==> src/rtl/referee_merge.sv <==
// -----------------------------------------------------------------------------
// referee_merge
//
// Egress-side referee. Merges four source FIFOs (one per virtual channel) into
// a single destination FIFO. It pops at most one source per cycle and forwards
// the word with a registered push. Pop-to-push latency is two cycles.
//
// Optional feature macro: REFEREE_MERGE_ROUND_ROBIN_EN
//   undefined : fixed priority arbitration, port 0 highest.
//   defined   : round-robin arbitration using a 2-bit last-grant pointer.
//
// Ports
//   clk                 system clock, rising edge
//   reset               synchronous, active-high reset
//   empty_0..empty_3    source FIFO i empty
//   data_in_0..3        source FIFO i read data, valid the cycle after pop_i
//   almost_full         destination FIFO almost full
//   pop_0..pop_3        pop source FIFO i (combinational, one-hot or zero)
//   push                push into destination FIFO (registered)
//   data_out            destination write data (registered, valid with push)
//   idle                no eligible source and nothing in flight (registered)
//   word_count          pushes since reset, wraps
// -----------------------------------------------------------------------------
module referee_merge #(
    parameter int DATA_WIDTH = 12,
    parameter int CNT_WIDTH  = 16
) (
    input  logic                  clk,
    input  logic                  reset,
    input  logic                  empty_0,
    input  logic                  empty_1,
    input  logic                  empty_2,
    input  logic                  empty_3,
    input  logic [DATA_WIDTH-1:0] data_in_0,
    input  logic [DATA_WIDTH-1:0] data_in_1,
    input  logic [DATA_WIDTH-1:0] data_in_2,
    input  logic [DATA_WIDTH-1:0] data_in_3,
    input  logic                  almost_full,
    output logic                  pop_0,
    output logic                  pop_1,
    output logic                  pop_2,
    output logic                  pop_3,
    output logic                  push,
    output logic [DATA_WIDTH-1:0] data_out,
    output logic                  idle,
    output logic [CNT_WIDTH-1:0]  word_count
);

    typedef enum logic [1:0] {
        ST_INIT   = 2'd0,
        ST_IDLE   = 2'd1,
        ST_ACTIVE = 2'd2,
        ST_HOLD   = 2'd3
    } state_e;

    state_e                state_q, state_d;
    logic                  v1_q, v1_d;
    logic [1:0]            sel1_q, sel1_d;
    logic                  push_q, push_d;
    logic [DATA_WIDTH-1:0] data_out_q, data_out_d;
    logic [CNT_WIDTH-1:0]  word_count_q, word_count_d;
    logic                  idle_q, idle_d;

    logic [3:0]            elig;
    logic                  any_elig;
    logic [1:0]            grant_idx;
    logic [3:0]            pop;
    logic                  pop_any;
    logic                  pop_en;
    logic [DATA_WIDTH-1:0] sel_data;

    assign elig     = ~{empty_3, empty_2, empty_1, empty_0};
    assign any_elig = |elig;

`ifdef REFEREE_MERGE_ROUND_ROBIN_EN
    logic [1:0] last_grant_q, last_grant_d;
    logic [1:0] cand;
    logic       found;

    // Round-robin search: first eligible source starting after the last grant.
    always_comb begin
        grant_idx = 2'd0;
        found     = 1'b0;
        cand      = 2'd0;
        for (int k = 1; k <= 4; k++) begin
            cand = last_grant_q + k[1:0];
            if (!found && elig[cand]) begin
                found     = 1'b1;
                grant_idx = cand;
            end else begin
                found     = found;
            end
        end
    end

    // Pointer moves only on cycles that actually pop.
    always_comb begin
        if (pop_any) begin
            last_grant_d = grant_idx;
        end else begin
            last_grant_d = last_grant_q;
        end
    end

    // Round-robin pointer register; reset to 3 so port 0 is searched first.
    always_ff @(posedge clk) begin
        if (reset) begin
            last_grant_q <= 2'd3;
        end else begin
            last_grant_q <= last_grant_d;
        end
    end
`else
    // Fixed priority search, port 0 highest.
    always_comb begin
        grant_idx = 2'd0;
        if (elig[0]) begin
            grant_idx = 2'd0;
        end else if (elig[1]) begin
            grant_idx = 2'd1;
        end else if (elig[2]) begin
            grant_idx = 2'd2;
        end else if (elig[3]) begin
            grant_idx = 2'd3;
        end else begin
            grant_idx = 2'd0;
        end
    end
`endif

    // Pop decode: only from IDLE/ACTIVE, never under backpressure or reset.
    always_comb begin
        pop_en = ~reset & ~almost_full &
                 ((state_q == ST_IDLE) | (state_q == ST_ACTIVE));
        if (pop_en && any_elig) begin
            pop = 4'b0001 << grant_idx;
        end else begin
            pop = 4'b0000;
        end
        pop_any = |pop;
    end

    // FSM next-state logic.
    always_comb begin
        state_d = state_q;
        case (state_q)
            ST_INIT: begin
                state_d = ST_IDLE;
            end
            ST_IDLE: begin
                if (any_elig && !almost_full) begin
                    state_d = ST_ACTIVE;
                end else if (any_elig) begin
                    state_d = ST_HOLD;
                end else begin
                    state_d = ST_IDLE;
                end
            end
            ST_ACTIVE: begin
                if (almost_full) begin
                    state_d = ST_HOLD;
                end else if (!any_elig) begin
                    state_d = ST_IDLE;
                end else begin
                    state_d = ST_ACTIVE;
                end
            end
            ST_HOLD: begin
                if (almost_full) begin
                    state_d = ST_HOLD;
                end else if (any_elig) begin
                    state_d = ST_ACTIVE;
                end else begin
                    state_d = ST_IDLE;
                end
            end
            default: begin
                state_d = ST_INIT;
            end
        endcase
    end

    // Read-data mux driven by the index captured in stage 1.
    always_comb begin
        case (sel1_q)
            2'd0:    sel_data = data_in_0;
            2'd1:    sel_data = data_in_1;
            2'd2:    sel_data = data_in_2;
            2'd3:    sel_data = data_in_3;
            default: sel_data = {DATA_WIDTH{1'b0}};
        endcase
    end

    // Two-stage forward pipeline, counter and idle flag.
    always_comb begin
        v1_d   = pop_any;
        push_d = v1_q;
        if (pop_any) begin
            sel1_d = grant_idx;
        end else begin
            sel1_d = sel1_q;
        end
        // data_out holds its last pushed value between pushes.
        if (v1_q) begin
            data_out_d = sel_data;
        end else begin
            data_out_d = data_out_q;
        end
        word_count_d = word_count_q + {{(CNT_WIDTH-1){1'b0}}, push_q};
        idle_d       = (&(~elig)) & ~v1_q & ~push_q;
    end

    // State and pipeline registers; reset discards anything in flight.
    always_ff @(posedge clk) begin
        if (reset) begin
            state_q      <= ST_INIT;
            v1_q         <= 1'b0;
            sel1_q       <= 2'd0;
            push_q       <= 1'b0;
            data_out_q   <= {DATA_WIDTH{1'b0}};
            word_count_q <= {CNT_WIDTH{1'b0}};
            idle_q       <= 1'b1;
        end else begin
            state_q      <= state_d;
            v1_q         <= v1_d;
            sel1_q       <= sel1_d;
            push_q       <= push_d;
            data_out_q   <= data_out_d;
            word_count_q <= word_count_d;
            idle_q       <= idle_d;
        end
    end

    assign pop_0      = pop[0];
    assign pop_1      = pop[1];
    assign pop_2      = pop[2];
    assign pop_3      = pop[3];
    assign push       = push_q;
    assign data_out   = data_out_q;
    assign idle       = idle_q;
    assign word_count = word_count_q;

endmodule

==> config.mk <==
export PLATFORM = sky130hd
export DESIGN_NAME = referee_merge
export DESIGN_NICKNAME = d
export VERILOG_FILES = /design/src/rtl/referee_merge.sv
export SDC_FILE = /design/constraint.sdc
export NUM_CORES = 1
export LEC_CHECK = 0
export CAP_MARGIN = 0
export CORE_MARGIN = 3
export CORE_UTILIZATION = 44
export CTS_BUF_LIST = sky130_fd_sc_hd__clkbuf_4
export CTS_CLUSTER_DIAMETER = 80
export CTS_CLUSTER_SIZE = 10
export DETAILED_ROUTE_END_ITERATION = 8
export PLACE_DENSITY = 0.93
export RECOVER_POWER = 100
export SLEW_MARGIN = 25
export SYNTH_ARGS = -nofsm -noshare
export SYNTH_HDL_FRONTEND = slang
export SYNTH_SLANG_ARGS = --single-unit
==> constraint.sdc <==
create_clock -name clk -period 2.8 [get_ports clk]
set_input_delay 0.42 -clock clk [delete_from_list [all_inputs] [get_ports clk]]
set_output_delay 0.42 -clock clk [all_outputs]
set_load 0.03 [all_outputs]
# [Word level (Yosys, flattened, before mapping)]
# Index checks and enable logic that the tools add are counted.
# Widths: inputs -> output; s select.
[op_classes] addsub=1 eq_ne=6 n_shift=1 muxes=11 bitwise=11 reduce_logical=9
[op_table] cell="$pmux 12 s4" n=1
[op_table] cell="$add 16x1->16" n=1
[op_table] cell="$mux 2" n=8
[op_table] cell="$eq 2x2->1 const B" n=4
[op_table] cell="$not 4->4" n=2
[op_table] cell="$reduce_or 4->1" n=2
[op_table] cell="$pmux 2 s3" n=1
[op_table] cell="$and 1x1->1" n=4
[op_table] cell="$eq 2x1->1 const B" n=2
[op_table] cell="$logic_not 2->1" n=2
[op_table] cell="$mux 4" n=1
[op_table] cell="$not 1->1" n=4
[op_table] cell="$reduce_and 4->1" n=1
[op_table] cell="$shl 1x2->4 const A" n=1
[op_table] cell="$logic_and 1x1->1" n=2
[op_table] cell="$reduce_or 2->1" n=1
[op_table] cell="$logic_not 1->1" n=1
[op_table] cell="$or 1x1->1" n=1
[word_totals] regBits=35 output_inout_bits=34 wordCells=46

# [Depth between registers and ports, before layout]
# Gate-level depths: netlist (run 1).
[depth] word_depth=8 mapped_depth=6 ltp_nobuf=6

# [Least setup slack after synthesis (run 1)]
# OpenSTA, ideal clock, no wires.
[synth_timing] path_type="reg2out" from="register state_q[0]" to="output port pop_1" t_arrival_ps=1785 setup_slack_ps=595 path_stages_with_launch=6 cell_sequence="dfxtp_1 -> inv_1 -> ha_1 -> nor2b_1 -> nand2_1 -> nor3b_1"
[synth_via] elab_chain_cells=5 word_cells_on_any_way=6 classes_between="eq/ne (2); mux (1); bitwise (2); reduce/logical (1)"
[synth_rtl] element="start, declared" line="56" source="state_e state_q, state_d;"
[synth_rtl] element="start signal, assigned" line="224" source="state_q <= state_d;"
[synth_rtl] element="$eq 2x1->1 or $eq 2x2->1 (tied branches)" line="134" source="((state_q == ST_IDLE) | (state_q == ST_ACTIVE));"
[synth_rtl] element="$or 1x1->1 (*)" line="134"
[synth_rtl] element="$and 1x1->1 (*)" line="133" source="pop_en = ~reset & ~almost_full &"
[synth_rtl] element="$logic_and 1x1->1 (*)" line="135" source="if (pop_en && any_elig) begin"
[synth_rtl] element="$mux 4 (*)" line="135"
[synth_rtl] element="end, declared" line="40" source="output logic pop_1,"
# Every way passes the cells marked *; elsewhere a longest branch is shown, timed or not.

# [Worst setup path after layout (run 1)]
[layout_timing] from="register state_q[1]" to="output port pop_3"
[layout_via] elab_chain_cells=5 word_cells_on_any_way=6 classes_between="eq/ne (2); mux (1); bitwise (2); reduce/logical (1)"
[layout_rtl] element="$eq 2x1->1 or $eq 2x2->1 (tied branches)" line="134"
[layout_rtl] element="$or 1x1->1 (*)" line="134"
[layout_rtl] element="$and 1x1->1 (*)" line="133"
[layout_rtl] element="$logic_and 1x1->1 (*)" line="135"
[layout_rtl] element="$mux 4 (*)" line="135"
[layout_rtl] element="end, declared" line="42" source="output logic pop_3,"
# Marked as above.

==> impl_metrics.yaml, run 1 <==
synthesis:
  synth-edff-count: 0
  synthesis.nets: 233
  synth_xor_area_share_pct: 4.45
  syn-cell-area_um2: 1770
  synth_seq_cells: 35
  synth_top_area_share_pct: 39.5
  synth-simple-area-share_pct: 19.8
  ys_seq_area_share_pct: 39.5
  synth_compound_area_share_pct: 4.16
  synthArstFlopShare_pct: 0
  ys.warnings.count: 0
  syn_inst: 172
  synth_area_leader_cell: "dfxtp_1"
  synthMuxAreaShare_pct: 24.8
  yosys.cell_count.top_type: "dfxtp_1"
  synth_area_leaders: "dfxtp_1 (40%), mux4_2 (15%), nor2_1 (7.0%), mux2i_1 (6.8%), ha_1 (4.2%)"
  synth_top_family_by_area: "multiplexers"
  syn-mean-instance-area_um2: 10.3
  synth_adder_area_share_pct: 4.23
  synth_common_cells: "dfxtp_1 (35), nor2_1 (33), mux2i_1 (12), mux4_2 (12), nand2_1 (10)"
  ys_types: 36
  ys.flop_type: "dfxtp_1"
detailed_routing:
  route.met2.wl_mm: 2.30
  wirelength_mm: 4.39
  vias: 1586
  first_iter_violations: 58
  wl_met3_um: 261
  drt-met1-wl_mm: 1.72
  wl_per_cell_um: 14.2
  antenna_left: 0
  drcViolationCount: 0
  dr.max_layer_used: "met4"
  vias_per_cell: 5.13
  drt_first_pass_iters: 5
cells_and_area:
  layout.cells.non_filler: 309
  multiInputGateArea_um2: 1020
  nets: 322
  diodes: 0
  regArea_um2: 701
  syn2layout_area_growth_pct: 53.4
  fin_util_pct: 72.1
  stdcell_area_um2: 2720
  drive_above_1_share_pct: 9.58
  fillers: 303
die:
  initial_core_util_pct: 47.0
  core_area_um2: 3770
  die_area_um2: 4830
  ios: 89
  die-height_um: 69.5
  die_width_um: 69.5
  rows: 22
timing:
  maxSlewViolCount: 38
  timing.setup.tns_ns: 0
  timing.final.crit_share_pct: 87.4
  rsz0062_at_grt: "false"
  slew_headroom_pct: -0.785
  timing.hold.ws_ns: 0.483
  fin_ws_ns: 0.352
  finalSetupViolations: 0
  hold_viol: 0
  fmax_ghz: 0.409
  worstMarginPinSlew_ns: 1.51
  fin_crit_ns: 2.45
  fin_skew_ns: 0.00715
clock_tree:
  cts_buffers: 5
  clkTransAtPathRegs_ns: 0.09
  clock_latency_ns: 0.34
  cts_hold_buf: 0
  cts.path.max_buffers: 2
  post_cts_buffers: 0
  clockRootBuffer: "clkbuf_4"
  htree_levels: 2
  cts_tree: "built"
  cts_sinks: 35
pwr:
  switching_share_pct: 26.3
  p_leak_nw: 1.08
  power_density_nw_per_um2: 368
  p_int_mw: 0.737
  net-switching-power_mw: 0.263
  clkPwrFrac_pct: 25.0
  ir_worst_vdd_uv: 223
  seqPwrFrac_pct: 53.7
  total_power_mw: 1.00
  combinationalPowerShare_pct: 21.3
placement:
  pre_cts_ws_ns: 0.210
  dp_cells: 302
  place_area_um2: 2690
  gp_congestion: 0.752
  portBuffers: 88
  place.detailed.hpwl_mm: 3.58
global_route:
  grt_usage_pct: 19.0
  grt.overflow.total: 0
  grt_pass1_vias: 1622
  grt_max_degree: 38
  antenna_found_initial: 0
  grt_pass1_wl_mm: 7.32
setup_path:
  critPathCaptureType: "output port"
  worstPathRequired_ns: 2.38
  crit_arrival_ns: 2.03
  crit_fanout: 6
  crit_path_start_kind: "flop"
  critPathKind: "flop to output port"
status:
  failed_checks: "max-capacitance violations, max-slew violations"
  status: "complete, but fails checks"
min_path:
  hp-class: "flop to flop"
job:
  drv_cap: 1
## registers in the layout, summed over array words and instances, names as in the netlist
register    cells
data_out       12
idle            1
push            1
push_d          1
sel1_q          2
state_q         2
word_count     16
## area by class of cell
class                      instances  share of cell area, %
clock inverter                     2                  0.322
timing repair buffer              90                   32.3
inverter                           5                  0.690
multi-input combinational        124                   37.4
clock buffer                       5                   1.38
sequential                        35                   25.8
tap                               48                   2.21
## path summary, 6_finish.rpt
kind                    from     endpoint  slack [ns]  cells after the start
hold / removal          push         idle        0.48                      1
setup / recovery  state_q[1]        pop_3        0.35                      6
setup reg to reg   sel1_q[0]  data_out[3]        1.01                      4
hold reg to reg         push         idle        0.48                      1
## worst max-delay path, stage by stage (launching register included)
cell and delay [ns]:
dfxtp_1 0.39, inv_1 0.08, ha_1 0.26, nor2b_2 0.23, nand4_1 0.17, nor2_1 0.15, dlygate4sd2_1 0.42
## cell families (layout without fill, tap and decap cells)
group | after synthesis | count (layout)
AO/OA/AOI/OAI | 11 | 11
XOR/XNOR | 9 | 9
adder cells (fa/ha/maj) | 6 | 6
buffers and inverters | 13 | 102
flip-flops | 35 | 35
multiplexers | 28 | 28
AND/OR/NAND/NOR | 70 | 70
## power by group through the flow
stage / Combinational [mW] / Sequential [mW] / Clock [mW]
6_report: 0.213 / 0.537 / 0.250
5_1_grt: 0.229 / 0.541 / 0.283
4_1_cts: 0.219 / 0.538 / 0.260
3_5_place_dp: 0.219 / 0.550 / 0
3_3_place_gp: 0.213 / 0.549 / 0
2_1_floorplan: 0.0953 / 0.555 / 0
## placed cells by master, fill, tap and decap left out, types with 2 or more instances in the layout
master           Yosys  final
a211oi_1             2      2
a21oi_1              3      3
clkbuf_1             2      3
clkbuf_4             0      5
clkdlybuf4s50_1      0     52
dfxtp_1             35     35
dlygate4sd2_1        0      2
dlygate4sd3_1        0     32
ha_1                 6      6
inv_1                5      5
mux2_1               1      2
mux2_2               2      2
mux2i_1             12     12
mux4_2              12     12
nand2_1             10     10
nand3_1              6      6
nand4_1              2      2
nor2_1              33     33
nor2b_1              8      7
nor3_1               3      3
xnor2_1              7      7
xor2_1               2      2
## metal layers
layer  vias up  track usage [%]
met1       733             20.1
met2        55             34.1
met3        10             6.09
met5         -                0
met4         0             8.24
li1        788                -
## repair_timing
item / in CTS / in global routing
pin swaps: 0 / 0
gates resized for setup: 2 / 2
setup endpoints to repair: 2 / 1
(Power assumes the default switching activity.)
==> run 2: changes to the inputs <==
--- a/config.mk
+++ b/config.mk
@@ -12,9 +12,9 @@
 export CTS_CLUSTER_DIAMETER = 80
 export CTS_CLUSTER_SIZE = 10
 export DETAILED_ROUTE_END_ITERATION = 8
+export GPL_TIMING_DRIVEN = 1
 export PLACE_DENSITY = 0.93
 export RECOVER_POWER = 100
-export SLEW_MARGIN = 25
 export SYNTH_ARGS = -nofsm -noshare
 export SYNTH_HDL_FRONTEND = slang
 export SYNTH_SLANG_ARGS = --single-unit
==> results of run 2 <==
The final DEF is identical to that of run 1; final timing and power are the same.
==> run 3: changes to the inputs <==
--- a/config.mk
+++ b/config.mk
@@ -5,15 +5,16 @@
 export SDC_FILE = /design/constraint.sdc
 export NUM_CORES = 1
 export LEC_CHECK = 0
+export ABC_AREA = 1
 export CAP_MARGIN = 0
 export CORE_MARGIN = 3
-export CORE_UTILIZATION = 44
+export CORE_UTILIZATION = 42
 export CTS_BUF_LIST = sky130_fd_sc_hd__clkbuf_4
 export CTS_CLUSTER_DIAMETER = 80
 export CTS_CLUSTER_SIZE = 10
 export DETAILED_ROUTE_END_ITERATION = 8
 export GPL_TIMING_DRIVEN = 1
-export PLACE_DENSITY = 0.93
+export PLACE_DENSITY = 0.88
 export RECOVER_POWER = 100
 export SYNTH_ARGS = -nofsm -noshare
 export SYNTH_HDL_FRONTEND = slang
==> constraint.sdc (replaced) <==
create_clock -name clk -period 2.5 [get_ports clk]
set_input_delay 0.375 -clock clk [delete_from_list [all_inputs] [get_ports clk]]
set_output_delay 0.375 -clock clk [all_outputs]
set_load 0.03 [all_outputs]
==> run 3 against run 2 <==
- the run now ends clean
- global-route usage is 2.4 points higher
- clock power rose by 66%
- synthesized area is 4.5% higher
- count of clock-buffer cells in the layout stayed put
- total power rose by 24%
- utilization fell by 4.0 points
- cell count is 33% higher
- first-iteration DRC count is 59% higher
- non-clock buffer count is the same
- sequential power up 10%
- critical path type unchanged
- critical endpoint is now pop_1
- largest power group unchanged
==> impl_metrics.yaml, run 3 <==
synthesis:
  syn_inst: 275
  synthesis.nets: 336
  synth_area_leader_cell: "dfxtp_1"
  synth_seq_cells: 35
  synthArstFlopShare_pct: 0
  ys.flop_type: "dfxtp_1"
  synth_top_area_share_pct: 37.8
  ys_types: 24
  syn-mean-instance-area_um2: 6.74
  ys_seq_area_share_pct: 37.8
  ys.warnings.count: 0
  synth-edff-count: 0
  synth_area_leaders: "dfxtp_1 (38%), nand2_1 (15%), nor2_1 (6.7%), a21oi_1 (5.7%), inv_1 (5.7%)"
  syn-cell-area_um2: 1850
  yosys.cell_count.top_type: "nand2_1"
  synth_common_cells: "nand2_1 (73), dfxtp_1 (35), nor2_1 (33), inv_1 (28), a21oi_1 (21)"
die:
  die_area_um2: 5240
  die_width_um: 72.4
  rows: 23
  initial_core_util_pct: 45.0
  die-height_um: 72.4
  core_area_um2: 4120
  ios: 89
timing:
  timing.hold.ws_ns: 0.495
  worstMarginPinSlew_ns: 0.667
  fin_skew_ns: 0.0120
  rsz0062_at_grt: "false"
  fin_ws_ns: 0.218
  timing.final.crit_share_pct: 91.3
  maxSlewViolCount: 0
  slew_headroom_pct: 55.5
  fin_crit_ns: 2.28
  fmax_ghz: 0.438
  timing.setup.tns_ns: 0
  finalSetupViolations: 0
  hold_viol: 0
detailed_routing:
  wirelength_mm: 5.26
  dr.max_layer_used: "met4"
  route.met2.wl_mm: 2.69
  drt-met1-wl_mm: 2.15
  drt_first_pass_iters: 4
  wl_per_cell_um: 12.8
  vias_per_cell: 5.03
  wl_met3_um: 337
  vias: 2074
  antenna_left: 0
  drcViolationCount: 0
  first_iter_violations: 92
clock_tree:
  ctsResizeCount: 0
  cts_tree: "built"
  clockRootBuffer: "clkbuf_4"
  clkTransAtPathRegs_ns: 0.11
  cts_buffers: 5
  cts_hold_buf: 0
  clock_latency_ns: 0.35
  htree_levels: 2
  cts.path.max_buffers: 2
  cts_sinks: 35
  post_cts_buffers: 0
pwr:
  ir_worst_vdd_uv: 256
  p_leak_nw: 1.19
  total_power_mw: 1.24
  power_density_nw_per_um2: 444
cells_and_area:
  fin_util_pct: 68.1
  drive_above_1_share_pct: 4.70
  nets: 422
  layout_commonest_cell: "nand2_1"
  largest_register_ffs: 16
  fillers: 381
  diodes: 0
  layout_common_cells: "nand2_1 (73), clkdlybuf4s50_1 (53), dfxtp_1 (35)"
  syn2layout_area_growth_pct: 51.3
job:
  drv_cap: 0
setup_path:
  crit_slowest_cell: "dfxtp_1"
  critPathBufInv: 2
  crit_arrival_ns: 1.91
  slowest_delay_ns: 0.38
  crit_chain: "inv_1, ha_1, nand3_1, nor2_1, nand2_1, nor2_1, buf_2"
  crit_path_start_kind: "flop"
  critPathCaptureType: "output port"
  cp_common_cell: "nor2_1"
  critPathKind: "flop to output port"
  worstPathRequired_ns: 2.12
  regToRegSetupSlack_ns: 0.89
  path_delay_family: "simple AND/OR/NAND/NOR gates"
  crit_fanout: 4
global_route:
  grt_max_degree: 21
  antenna_found_initial: 0
  grt_usage_pct: 21.4
  grt_pass1_vias: 2040
  grt_pass1_wl_mm: 8.80
  grt.overflow.total: 0
placement:
  pre_cts_ws_ns: 0.326
  portBuffers: 88
  gp_congestion: 0.840
  place.detailed.hpwl_mm: 4.19
status:
  status: "complete, no violations"
min_path:
  hp-class: "flop to flop"
-- run 3: tightest hold or removal path, delay by kind of cell (launching register included) --
kind / cells / cell delay, ns
AND/OR/NAND/NOR: 1 / 0.06
flip-flops: 1 / 0.34
AO/OA/AOI/OAI: 1 / 0.05
-- run 3: routing by layer --
metal | global-route usage (%) | vias up
met2 | 39.1 | 62
met5 | 0 | -
met3 | 7.34 | 10
li1 | - | 1068
met1 | 23.3 | 934
met4 | 5.74 | 0
-- run 3: final cells by class --
cell class	count	area, um2	area share, %
inverters	30	113	4.02
clock inverters	3	43.8	1.56
flip-flops and latches	35	701	25.0
repair buffers	90	872	31.1
clock buffers	5	37.5	1.34
well taps	50	62.6	2.23
multi-input cells	199	975	34.8
-- run 3: worst paths after layout --
kind / cells past startpoint / endpoint / from
hold / removal: 2 / word_count[15] / word_count[15]
setup / recovery: 7 / pop_1 / state_q[0]
setup reg to reg: 7 / word_count[10] / push
hold reg to reg: 2 / word_count[15] / word_count[15]
-- run 3: cells by family after synthesis --
group / after synthesis / synth area share (%)
DFF: 35 / 37.8
AOI/OAI and AO/OA: 50 / 14.9
xor gates and xnor gates: 2 / 0.945
and+or+nand+nor: 141 / 32.7
adders and majority gates: 6 / 4.05
buffers and inverters: 41 / 9.59
-- run 3: report_power, final --
group | total (mW) | internal, mW | switching [mW]
Clock | 0.414 | 0.210 | 0.204
Sequential | 0.592 | 0.579 | 0.0129
Combinational | 0.238 | 0.124 | 0.114
Total | 1.24 | 0.913 | 0.331
-- run 3: per-stage QoR --
step	cells	area (um2)
6_report	412	2800
5_1_grt	412	2800
4_1_cts	412	2820
3_5_place_dp	404	2740
3_3_place_gp	404	2740
2_1_floorplan	275	1850
